## src/rtl/timer_counter_dev.sv

```systemverilog
// Memory-mapped down-counting timer: one-shot or auto-reload, maskable registered irq; reads are combinational.
// Writes land on the next clk edge, no backpressure; define COUNTER_STATUS_EN for the addr 3 status/clear register.
module timer_counter_dev #(
  parameter int CNT_W = 32
) (
  input  logic        clk,
  input  logic        reset,
  input  logic [1:0]  addr,
  input  logic [31:0] din,
  input  logic        we,
  input  logic [3:0]  be,
  output logic [31:0] dout,
  output logic        irq
);

  localparam logic [1:0] ST_IDLE = 2'd0;
  localparam logic [1:0] ST_CNT  = 2'd1;
  localparam logic [1:0] ST_INT  = 2'd2;

  logic [1:0]       state;
  logic             en;
  logic [1:0]       mode;
  logic             im;
  logic [CNT_W-1:0] preset;
  logic [CNT_W-1:0] count;
  logic             irq_pending;

  logic [31:0] preset_ext;
  logic [31:0] count_ext;
  logic [31:0] preset_merged;
  logic        ctrl_wr;
  logic        preset_wr;
  logic        pend_clr;
  logic        reload_mode;

  always_comb begin
    preset_ext = '0;
    preset_ext[CNT_W-1:0] = preset;
    count_ext = '0;
    count_ext[CNT_W-1:0] = count;
    preset_merged = '0;
    for (int i = 0; i < 4; i++) begin
      preset_merged[8*i +: 8] = be[i] ? din[8*i +: 8] : preset_ext[8*i +: 8];
    end
  end

  assign ctrl_wr     = we && (addr == 2'd0) && be[0];
  assign preset_wr   = we && (addr == 2'd1);
  assign reload_mode = (mode == 2'b01);

`ifdef COUNTER_STATUS_EN
  assign pend_clr = we && (addr == 2'd3) && be[0] && din[0];
`else
  // Any CTRL or PRESET access acknowledges a held one-shot interrupt.
  assign pend_clr = we && ((addr == 2'd0) || (addr == 2'd1));
`endif

  always_ff @(posedge clk) begin
    if (reset) begin
      state       <= ST_IDLE;
      en          <= 1'b0;
      mode        <= 2'b00;
      im          <= 1'b0;
      preset      <= '0;
      count       <= '0;
      irq_pending <= 1'b0;
      irq         <= 1'b0;
    end else begin
      irq <= irq_pending & im;

      // A bus write to CTRL overrides the FSM clearing EN at the end of a one-shot.
      if (ctrl_wr) begin
        {im, mode, en} <= din[3:0];
      end else if ((state == ST_INT) && !reload_mode) begin
        en <= 1'b0;
      end

      if (preset_wr) begin
        preset <= preset_merged[CNT_W-1:0];
      end

      // Setting in INT takes priority over any clear in the same cycle.
      if (state == ST_INT) begin
        irq_pending <= 1'b1;
      end else if (pend_clr || reload_mode) begin
        irq_pending <= 1'b0;
      end

      case (state)
        ST_IDLE: begin
          if (en) begin
            count <= preset;
            state <= ST_CNT;
          end
        end
        ST_CNT: begin
          if (!en) begin
            state <= ST_IDLE;
          end else if (count > CNT_W'(1)) begin
            count <= count - CNT_W'(1);
          end else begin
            count <= '0;
            state <= ST_INT;
          end
        end
        ST_INT: begin
          if (reload_mode) begin
            count <= preset;
            state <= ST_CNT;
          end else begin
            state <= ST_IDLE;
          end
        end
        default: state <= ST_IDLE;
      endcase
    end
  end

  always_comb begin
    dout = '0;
    case (addr)
      2'd0: dout = {28'b0, im, mode, en};
      2'd1: dout = preset_ext;
      2'd2: dout = count_ext;
      default: begin
`ifdef COUNTER_STATUS_EN
        dout = {28'b0, state, im, irq_pending};
`else
        dout = '0;
`endif
      end
    endcase
  end

endmodule
```

## config.mk

```make
export PLATFORM = sky130hd
export DESIGN_NAME = timer_counter_dev
export DESIGN_NICKNAME = d
export VERILOG_FILES = /design/src/rtl/timer_counter_dev.sv
export SDC_FILE = /design/constraint.sdc
export NUM_CORES = 1
export LEC_CHECK = 0
export ABC_CLOCK_PERIOD_IN_PS = 6300
export BUFFER_PORTS_ARGS = -buffer_cell sky130_fd_sc_hd__buf_2
export CORE_UTILIZATION = 45
export CTS_CLUSTER_DIAMETER = 120
export DETAILED_ROUTE_END_ITERATION = 10
export GPL_TIMING_DRIVEN = 0
export PLACE_DENSITY_LB_ADDON = 0.3
export SETUP_SLACK_MARGIN = 0.4
export SLEW_MARGIN = 20
export SYNTH_ARGS = -nofsm -noshare
export SYNTH_HDL_FRONTEND = slang
export SYNTH_SLANG_ARGS = --single-unit
```

## constraint.sdc

```tcl
create_clock -name clk -period 6.3 [get_ports clk]
set_input_delay 0.63 -clock clk [delete_from_list [all_inputs] [get_ports clk]]
set_output_delay 0.63 -clock clk [all_outputs]
set_load 0.005 [all_outputs]
```

==> results of run 1 <==
==> final cells by class <==
type                       count  share of cell area
buffer                        40              0.0379
clock buffer                   9              0.0272
clock inverter                 6              0.0151
inverter                       7             0.00576
multi-input combinational    397               0.492
sequential                    72               0.316
tap                          105              0.0288
timing repair buffer          70              0.0768
==> sequential cells by signal, indices dropped and copies added (netlist names) <==
| name | count |
|---|---|
| irq_pending | 1 |
| state | 2 |
| en | 1 |
| irq | 1 |
| im | 1 |
| preset | 32 |
| mode | 2 |
| count | 32 |
==> power by group <==
group          leakage, nW  internal [mW]  total (mW)  switching (mW)
sequential           0.581          0.460       0.467         0.00675
combinational         1.10         0.0291      0.0888          0.0598
clock               0.0961          0.184       0.373           0.189
total                 1.78          0.673       0.928           0.255
==> cells by family (layout without fill, tap and decap cells) <==
logic type,count (synthesis),in the layout,synth area share
mux,9,9,0.0235
compound gates,164,164,0.280
buf+inv,47,132,0.0512
simple gates,222,222,0.268
fa+ha+maj,2,2,0.00644
flops,72,72,0.371
==> tightest hold or removal path: stages, from the launching register on <==
cell	delay, ps
dfxtp_1	330
nand2_1	60
nor2_1	30
==> synth_stat cells, types with 3 or more instances <==
library cell / n / area [um2]
a31oi_1: 10 / 62.6
nor3_1: 14 / 70.1
buf_1: 3 / 11.3
nand2b_1: 5 / 31.3
a22o_1: 28 / 245
or3_1: 6 / 37.5
o41ai_1: 5 / 43.8
o21ai_0: 15 / 75.1
dfxtp_1: 72 / 1440
o21ai_1: 17 / 85.1
nand3_1: 17 / 85.1
clkbuf_1: 31 / 116
buf_2: 3 / 15.0
nand2_1: 103 / 387
nor2_1: 35 / 131
mux2i_1: 8 / 80.1
a21oi_1: 46 / 230
nor4_1: 11 / 68.8
inv_1: 7 / 26.3
and3_1: 7 / 43.8
a22oi_1: 16 / 120
o31ai_1: 9 / 67.6
or4_1: 11 / 82.6
o22ai_1: 3 / 18.8
==> layer usage <==
layer | share of wire | track usage | up-vias | wire length, um
met5 | 0 | 0 | - | 0
met3 | 0.10 | 0.0435 | 44 | 1470
met2 | 0.43 | 0.477 | 279 | 6080
li1 | - | - | 2066 | -
met1 | 0.43 | 0.463 | 2041 | 6080
met4 | 0.032 | 0.141 | 0 | 446
==> metrics by stage <==
step / util / setup WS, ps / cell area [um2]
global route: 0.550 / 2770 / 4560
global placement: 0.526 / 3000 / 4370
floorplan: - / 3670 / 3890
finish: 0.550 / 2940 / 4560
detailed placement: 0.526 / 3050 / 4370
CTS: 0.550 / 3050 / 4560
==> worst paths after layout <==
check                            endpoint  slack [ps]   startpoint  cells past startpoint
worst max register to register  count[25]        2940     count[8]                      9
worst min register to register        irq         450  irq_pending                      2
worst max-delay path            count[25]        2940     count[8]                      9
worst min-delay path                  irq         450  irq_pending                      2
==> metrics.md, run 1 <==
| Metric | Value |
|---|---|
| Worst path required time | 6520 ps |
| P per Cell Area | 204 nW/um2 |
| First-pass GRT wire length | 21300 um |
| CP top delay family | simple AND/OR/NAND/NOR gates |
| Area occupied by multi-input gates | 2250 um2 |
| Number of I/O pins | 74 |
| Largest net degree at the start of global routing | 14 |
| Static Leak | 1.78 nW |
| Worst path max stage delay | 700 ps |
| Pre-antenna DRT Iters | 5 |
| Fin Hold WS | 452 ps |
| Overflow after GRT | 0 |
| Final Hold Fails | 0 |
| Yosys warning total | 0 |
| Distinct cell type count after synthesis | 49 |
| Relative slew margins | 0.327 |
| Count of pins over their slew limit | 0 |
| Max Cap Viol | 0 |
| Syn avg cell area | 7.53 um2 |
| Most common cell after layout, fill and taps aside | nand2_1 |
| RSZ-0062 raised after global routing | false |
| DR vias | 4430 |
| WL final | 14100 um |
| FF+latch count, synth | 72 |
| Max stage delay cell, worst path | nor3_1 |
| DIE HEIGHT | 94.9 um |
| ANT cells | 0 |
| Initial Utilization | 0.468 |
| Max Fclk | 0.298 GHz |
| H-tree Lvls | 3 |
| Synthesis-to-finish area growth | 17.4% |
| GP Congestion | 0.966 |
| Placed Cells | 691 |
| Vias in the first global route | 3856 |
| Tightest Pin Transition | 1010 ps |
| # DRC | 0 |
| Mapped Nets | 559 |
| Detailed Place HPWL | 10100 um |
| Layout cell share with drive strength beyond 1 | 0.161 |
| Hold_buf cts | 0 |
| Port Buffers | 70 |
| Buf/Inv on CP | 3 |
| EDFF count, synth | 0 |
| Clock transition at path regs | 90 ps |
| Max Fanout on Critical Path | 9 |
| Fin nets | 640 |
| Top cell by count, worst path | clkbuf_1 |
| Mapped Cells | 516 |
| Non-Filler Instances | 706 |
| Vias/cell | 6.27 |
| Clock Tree Root | clkbuf_8 |
| Max clock buf depth | 2 |
| CTS tree | yes |
| FILL cells | 832 |
| Hold crit path type | reg -> reg |
| Tcrit/Tclk final | 0.533 |
| Site row count | 33 |
| Worst-skew pair later-pin latency | 350 ps |
| Antenna viol nets, final | 0 |
| Cts bufs inserted | 9 |
| Register area share after synthesis | 0.371 |
| Core area | 8300 um2 |
| Die ar. | 9010 um2 |
| Initial antenna violation count | 0 |
| Chip Width | 94.9 um |
| CP endpoint kind | register |
| Final Power | 0.928 mW |
| CP Class | reg -> reg |
| Setup TNS | 0 ps |
| CP startpoint kind | register |
| Status | complete, no violations |
| FF+latch area | 1440 um2 |
| Clk_skew | 12.3 ps |
| Ys async rst share | 0 |
| Worst VDD drop | 0.145 mV |
| Mapped Area | 3890 um2 |
| Wire per inst | 19.9 um |
| Crit-path cells | clkbuf_1 -> or3_1 -> clkbuf_1 -> or4_4 -> buf_6 -> nor3_1 -> nor2_1 -> o311ai_0 -> a31oi_1 |
| CTS resizes | 0 |
| GRT Overall Usage | 0.322 |
| Initial DRC Count | 549 |
| Final setup vio count | 0 |
| Sink Count | 72 |
| Tmin final | 3360 ps |
| Top_reg_cell synth | dfxtp_1 |
| Most frequent cells in the layout | nand2_1 (103), buf_2 (73), dfxtp_1 (72), a21oi_1 (46), nor2_1 (35) |
| Crit path arrival time | 3570 ps |
| Setup Fix Bufs, Post-CTS | 0 |
Note: power is estimated with default switching activity, not from simulation.
==> run 2: changes to the inputs <==
Settings changed: ABC_CLOCK_PERIOD_IN_PS 6300 to 3200.
Clock period 6.3 ns to 3.2 ns, I/O delays scaled along.
==> run 2 against run 1 <==
Via count rose by 0.88%. Clock skew barely moved. Register-to-register slack got worse by 2500 ps. Highest routed layer unchanged.
==> metrics.md, run 2 (synthesis results as in run 1) <==
| Metric | Value |
|---|---|
| Sequential power share | 0.499 (was 0.503) |
| Design area | 4740 um2 (was 4560 um2) |
| Worst slack at placement | -54.0 ps (was 3050 ps) |
| Buf/Inv on CP | 4 (was 3) |
| Fin Hold WS | 205 ps (was 452 ps) |
| Reg2reg end | count[29] (was count[25]) |
| Status | complete, no violations (unchanged) |
| Initial antenna violation count | 0 (unchanged) |
| Port Buffers | 70 (unchanged) |
| Max Fanout on Critical Path | 7 (was 9) |
| Vias in the first global route | 3894 (was 3856) |
| Chip Width | 94.9 um (unchanged) |
| CP Class | reg -> reg (unchanged) |
| Comb power frac | 0.100 (was 0.096) |
| Crit path arrival time | 2990 ps (was 3570 ps) |
| Tmin final | 2780 ps (was 3360 ps) |
| FILL cells | 822 (was 832) |
| Core area | 8300 um2 (unchanged) |
| Worst VDD drop | 0.286 mV (was 0.145 mV) |
| P per Cell Area | 388 nW/um2 (was 204 nW/um2) |
| Overflow after GRT | 0 (unchanged) |
| Crit-path cells | or4_4 -> buf_6 -> or4_4 -> buf_8 -> o31ai_4 -> buf_4 -> buf_6 -> nor4_1 -> a31oi_1 -> a31oi_1 (was clkbuf_1 -> or3_1 -> clkbuf_1 -> or4_4 -> buf_6 -> nor3_1 -> nor2_1 -> o311ai_0 -> a31oi_1) |
| Fin nets | 652 (was 640) |
| Top flop regs | count x32, preset x32 (unchanged) |
| DR vias | 4469 (was 4430) |
| Max stage delay cell, worst path | or4_4 (was nor3_1) |
| Clock Tree Root | clkbuf_8 (unchanged) |
| Most frequent cells in the layout | nand2_1 (103), buf_2 (72), dfxtp_1 (69), a21oi_1 (46), nor2_1 (33) (was nand2_1 (103), buf_2 (73), dfxtp_1 (72), a21oi_1 (46), nor2_1 (35)) |
| Worst setup margin | 424 ps (was 2940 ps) |
| Critical Path Start | count[18] (was count[8]) |
| Worst-skew pair later-pin latency | 350 ps (about the same) |
| Clock power share | 0.401 (about the same) |
| GRT Overall Usage | 0.325 (was 0.322) |
| Die ar. | 9010 um2 (unchanged) |
| Cells on worst reg2reg path | 10 (was 9) |
| Last element of the critical path | count[29] (was count[25]) |
| Clk_skew | 12.4 ps (was 12.3 ps) |
| Net Switching | 0.509 mW (was 0.255 mW) |
| H-tree Lvls | 3 (unchanged) |
| Antenna viol nets, final | 0 (unchanged) |
| Number of I/O pins | 74 (unchanged) |
| Detailed Place HPWL | 10100 um (unchanged) |
| FF+latch area | 1450 um2 (was 1440 um2) |
| Initial DRC Count | 540 (was 549) |
| Tcrit/Tclk final | 0.868 (was 0.533) |
| Wire per inst | 19.9 um (about the same) |
| Pre-antenna DRT Iters | 6 (was 5) |
| Layout cell share with drive strength beyond 1 | 0.199 (was 0.161) |
| Post-layout utilization of the core | 0.571 (was 0.550) |
| Final Hold Fails | 0 (unchanged) |
| Relative slew margins | 0.307 (was 0.327) |
| Cts bufs inserted | 9 (unchanged) |
| Int Pwr | 1.33 mW (was 0.673 mW) |
| RR Startpoint | count[18] (was count[8]) |
| DIE HEIGHT | 94.9 um (unchanged) |
| CP startpoint kind | register (unchanged) |
| Hold crit path type | in -> reg (was reg -> reg) |
| GP Congestion | 0.966 (unchanged) |
| Setup TNS | 0 ps (unchanged) |
| Initial Utilization | 0.468 (unchanged) |
| Max Fclk | 0.360 GHz (was 0.298 GHz) |
| Sw Ratio | 0.277 (was 0.275) |
| Reg2reg setup slack | 420 ps (was 2940 ps) |
| CTS tree | yes (unchanged) |
| Static Leak | 1.87 nW (was 1.78 nW) |
| First-pass GRT wire length | 21500 um (was 21300 um) |
| Max clock buf depth | 2 (unchanged) |
| Sink Count | 72 (unchanged) |
| Area occupied by multi-input gates | 2290 um2 (was 2250 um2) |
| Synthesis-to-finish area growth | 21.9% (was 17.4%) |
| Vias/cell | 6.22 (was 6.27) |
| Final setup vio count | 0 (unchanged) |
| Post-DP Area | 4370 um2 (unchanged) |
| Worst path max stage delay | 530 ps (was 700 ps) |
| Most common cell after layout, fill and taps aside | nand2_1 (unchanged) |
| Hold_buf cts | 0 (unchanged) |
| ANT cells | 0 (unchanged) |
| Site row count | 33 (unchanged) |
| Tightest Pin Transition | 1030 ps (was 1010 ps) |
| WL final | 14300 um (was 14100 um) |
| Worst path required time | 3420 ps (was 6520 ps) |
| Largest net degree at the start of global routing | 14 (unchanged) |
| Count of pins over their slew limit | 0 (unchanged) |
| CP endpoint kind | register (unchanged) |
| # DRC | 0 (unchanged) |
| Max Cap Viol | 0 (unchanged) |
| CP top delay family | simple AND/OR/NAND/NOR gates (unchanged) |
| CP Depth | 10 (was 9) |
| RSZ-0062 raised after global routing | true (was false) |
| Clock transition at path regs | 90 ps (about the same) |
[run 2: per-layer routing]
metal  GRT usage  vias up  part of all wire
li1            -     2088                 -
met1       0.463     2075              0.43
met2       0.477      257              0.43
met3      0.0507       49             0.099
met4       0.148        0             0.035
met5           0        -                 0
[run 2: timing repair]
| action | in CTS | in global routing |
|---|---|---|
| pin swaps | 1 | 6 |
| gates resized for setup | 4 | 25 |
| endpoints found under the hold margin | 0 | 0 |
| setup buffers | 3 | 9 |
| endpoints found under the setup margin | 29 | 32 |
[run 2: how the worst min path moves through the flow]
stage | start | to | cells after the start
final | din[25] | preset[25] | 3
after global routing | din[4] | preset[4] | 3
after CTS | din[24] | preset[24] | 3
after detailed placement | irq_pending | irq | 2
after global placement | irq_pending | irq | 2
after floorplan | irq_pending | irq | 2
[run 2: worst register-to-register path, stage by stage, from the launching register on]
cell     delay, ps
dfxtp_2        350
or4_4          530
buf_6          150
or4_4          510
buf_8          150
o31ai_4        280
buf_4          160
buf_6          100
nor4_1          40
a31oi_1        260
a31oi_1        120
[run 2: power by group through the flow]
stage	Sequential [mW]	Combinational, mW	Clock, mW
after floorplan	0.933	0.0993	0
after global placement	0.939	0.169	0
after global routing	0.919	0.198	0.781
after CTS	0.918	0.172	0.737
after detailed placement	0.940	0.170	0
final	0.918	0.184	0.737
[run 2: final cells by class]
class | instances | area share
multi-input combinational | 397 | 0.485
tap | 105 | 0.0277
clock buffer | 9 | 0.0262
sequential | 72 | 0.306
inverter | 7 | 0.00555
buffer | 40 | 0.0412
clock inverter | 6 | 0.0145
timing repair buffer | 82 | 0.0946
[run 2: per-stage QoR]
step,std cells,power (mW)
after floorplan,516,1.03
after global placement,691,1.11
after detailed placement,691,1.11
after CTS,709,1.83
after global routing,718,1.90
final,718,1.84
==> run 3: changes to the inputs <==
Settings changed: ABC_AREA set to 1, ABC_CLOCK_PERIOD_IN_PS 3200 to 2800.
Clock period 3.2 ns to 2.8 ns, I/O delays scaled along.
==> run 3 against run 2 <==
Clock skew shrank 5.6 ps. Combinational power grew to 3.3 times the previous value. Setup slack gained 380 ps. Synthesized area grew 5.7%. Register-to-register slack gained 550 ps. Largest cell class unchanged. Design area grew 2.5%. Flip-flop and latch count is the same. Sequential power grew 20%. Critical path depth shrank 3. Routed wire length shrank 12%. Hold slack lost 57 ps. Utilization shrank 1.7 points.
==> metrics.md, run 3 <==
| Metric | Value |
|---|---|
| Top Layer Used | met4 (unchanged) |
| Sink Count | 72 (unchanged) |
| GP Congestion | 0.906 (was 0.966) |
| EDFF count, synth | 0 (unchanged) |
| Fin nets | 722 (was 652) |
| Number of I/O pins | 74 (unchanged) |
| Top post-synthesis cells by count | a21oi_1 (87), inv_1 (79), nand2_1 (79) (was nand2_1 (103), dfxtp_1 (72), a21oi_1 (46)) |
| H-tree Lvls | 3 (unchanged) |
| Worst setup margin | 805 ps (was 424 ps) |
| Clk_skew | 6.79 ps (was 12.4 ps) |
| Top-area cell type share of the netlist area | 0.351 (was 0.371) |
| Met3 Wirelength | 827 um (was 1420 um) |
| DIE HEIGHT | 97.5 um (was 94.9 um) |
| Worst-skew pair later-pin latency | 350 ps (about the same) |
| FF+latch count, synth | 72 (unchanged) |
| Syn avg cell area | 6.90 um2 (was 7.53 um2) |
| Count of pins over their slew limit | 0 (unchanged) |
| Register area share after synthesis | 0.351 (was 0.371) |
| Site row count | 34 (was 33) |
| Distinct cell type count after synthesis | 30 (was 49) |
| Antenna viol nets, final | 0 (unchanged) |
| Most common cell after layout, fill and taps aside | a21oi_1 (was nand2_1) |
| Chip Width | 97.5 um (was 94.9 um) |
| FILL cells | 904 (was 822) |
| Crit-path cells | buf_2 -> inv_1 -> or2_2 -> clkbuf_1 -> clkbuf_1 -> o221ai_1 -> buf_2 (was or4_4 -> buf_6 -> or4_4 -> buf_8 -> o31ai_4 -> buf_4 -> buf_6 -> nor4_1 -> a31oi_1 -> a31oi_1) |
| Fin Hold WS | 147 ps (was 205 ps) |
| Initial DRC Count | 250 (was 540) |
| Worst path required time | 2520 ps (was 3420 ps) |
| Initial Utilization | 0.469 (was 0.468) |
| Max Fclk | 0.501 GHz |
| Final Hold Fails | 0 (unchanged) |
| RSZ-0062 raised after global routing | false (was true) |
| Mapped Nets | 638 (was 559) |
| WL final | 12500 um (was 14300 um) |
| Worst path max stage delay | 580 ps (was 530 ps) |
| Core area | 8760 um2 (was 8300 um2) |
| WL met1 | 5820 um (was 6160 um) |
| Max Cap Viol | 0 (unchanged) |
| Setup Fix Bufs, Post-CTS | 0 (was 3) |
| Largest net degree at the start of global routing | 13 (was 14) |
| Mapped Cells | 595 (was 516) |
| ANT cells | 0 (unchanged) |
| P per Cell Area | 561 nW/um2 (was 388 nW/um2) |
| Most frequent cell after synthesis | a21oi_1 (was nand2_1) |
| Detailed Place HPWL | 9130 um (was 10100 um) |
| CP Class | in -> out (was reg -> reg) |
| Post-layout utilization of the core | 0.554 (was 0.571) |
| Initial antenna violation count | 0 (unchanged) |
| Top flop regs | count x32, preset x32 (unchanged) |
| DR vias | 4384 (was 4469) |
| Largest cells by area after synthesis | dfxtp_1 (35%), a21oi_1 (11%), o21ai_0 (8.5%) (was dfxtp_1 (37%), nand2_1 (9.9%), a22o_1 (6.3%)) |
| Top_reg_cell synth | dfxtp_1 (unchanged) |
| Wire per inst | 15.8 um (was 19.9 um) |
| Die ar. | 9510 um2 (was 9010 um2) |
| Hold_buf cts | 0 (unchanged) |
| Ys async rst share | 0 (unchanged) |
| Max clock buf depth | 2 (unchanged) |
| First-pass GRT wire length | 20100 um (was 21500 um) |
| Mapped Area | 4110 um2 (was 3890 um2) |
| GRT Overall Usage | 0.265 (was 0.325) |
| CTS resizes | 0 (was 4) |
| Relative slew margins | 0.487 (was 0.307) |
| Setup TNS | 0 ps (unchanged) |
| Hold crit path type | in -> reg (unchanged) |
| CP top delay family | buffers and inverters (was simple AND/OR/NAND/NOR gates) |
| Yosys warning total | 0 (unchanged) |
| Routed wl met2 | 5590 um (was 6180 um) |
| Tmin final | 1990 ps |
| Tcrit/Tclk final | 0.712 |
| Static Leak | 2.06 nW (was 1.87 nW) |
| Synthesis-to-finish area growth | 18.2% (was 21.9%) |
| Final setup vio count | 0 (unchanged) |
| Max Fanout on Critical Path | 10 (was 7) |
| CTS tree | yes (unchanged) |
| Pre-antenna DRT Iters | 5 (was 6) |
| CP startpoint kind | input pin (was register) |
| Layout cell share with drive strength beyond 1 | 0.208 (was 0.199) |
| Port Buffers | 73 (was 70) |
| Worst slack at placement | 823 ps (was -54.0 ps) |
| Crit path arrival time | 1710 ps (was 2990 ps) |
| Clock transition at path regs | 80 ps (was 90 ps) |
| Worst VDD drop | 0.280 mV (was 0.286 mV) |
| # DRC | 0 (unchanged) |
| Max stage delay cell, worst path | clkbuf_1 (was or4_4) |
| Most frequent cells in the layout | a21oi_1 (87), inv_1 (79), nand2_1 (79), buf_2 (77), dfxtp_1 (72) (was nand2_1 (103), buf_2 (72), dfxtp_1 (69), a21oi_1 (46), nor2_1 (33)) |
| Tightest Pin Transition | 769 ps (was 1030 ps) |
| Buf/Inv on CP | 5 (was 4) |
| Overflow after GRT | 0 (unchanged) |
| Status | complete, no violations (unchanged) |
| Vias in the first global route | 4202 (was 3894) |
| CP endpoint kind | output pin (was register) |
| Vias/cell | 5.54 (was 6.22) |
| Clock Tree Root | clkbuf_8 (unchanged) |
| Cts bufs inserted | 9 (unchanged) |
| Post-synth top area cell | dfxtp_1 (unchanged) |
run 3: layout make-up:
class,count,area [um2],share of cell area
well taps,108,135,0.0278
inverters,80,300,0.0619
multi-input cells,413,2220,0.458
repair buffers,73,365,0.0753
clock inverters,5,104,0.0214
plain buffers,30,140,0.0289
flip-flops and latches,72,1440,0.297
clock buffers,11,141,0.0291
run 3: kinds of logic after synthesis:
kind of cell / count (synthesis) / synth area share
compound gates: 205 / 0.275
simple gates: 188 / 0.223
buf+inv: 110 / 0.107
flops: 72 / 0.351
xor+xnor: 18 / 0.0384
fa+ha+maj: 2 / 0.00609
run 3: through the flow:
step	instance area, um2	power, mW	std cells
finish	4850	2.72	792
global route	4850	2.84	792
CTS	4850	2.72	792
floorplan	4110	1.55	595
global placement	4610	1.70	776
detailed placement	4610	1.71	776
run 3: worst paths after layout:
check / slack (ps) / to / startpoint / cells past startpoint
max reg2reg: 970 / count[28] / count[0] / 9
max: 810 / dout[3] / addr[1] / 7
min: 150 / irq / reset / 2
min reg2reg: 440 / irq / irq_pending / 2
run 3: worst reg2reg max path, stage by stage (launching register included):
cell and delay [ps]:
dfxtp_1 330, inv_1 130, ha_1 240, nand2_2 120, nor2_4 230, nand3_1 250
nor2_1 190, nand3_1 80, nand3_1 90, a21oi_1 60
run 3: report_power, final:
part / total (mW) / internal (mW) / leakage, nW / switching [mW]
registers: 1.10 / 1.06 / 0.585 / 0.0359
logic: 0.604 / 0.206 / 1.35 / 0.398
clock network: 1.02 / 0.617 / 0.124 / 0.405
run 3: layer usage:
layer  up-vias  GRT usage
met4         0      0.111
met2       168      0.417
met3        23     0.0424
met5         -          0
met1      2039      0.359
li1       2154          -
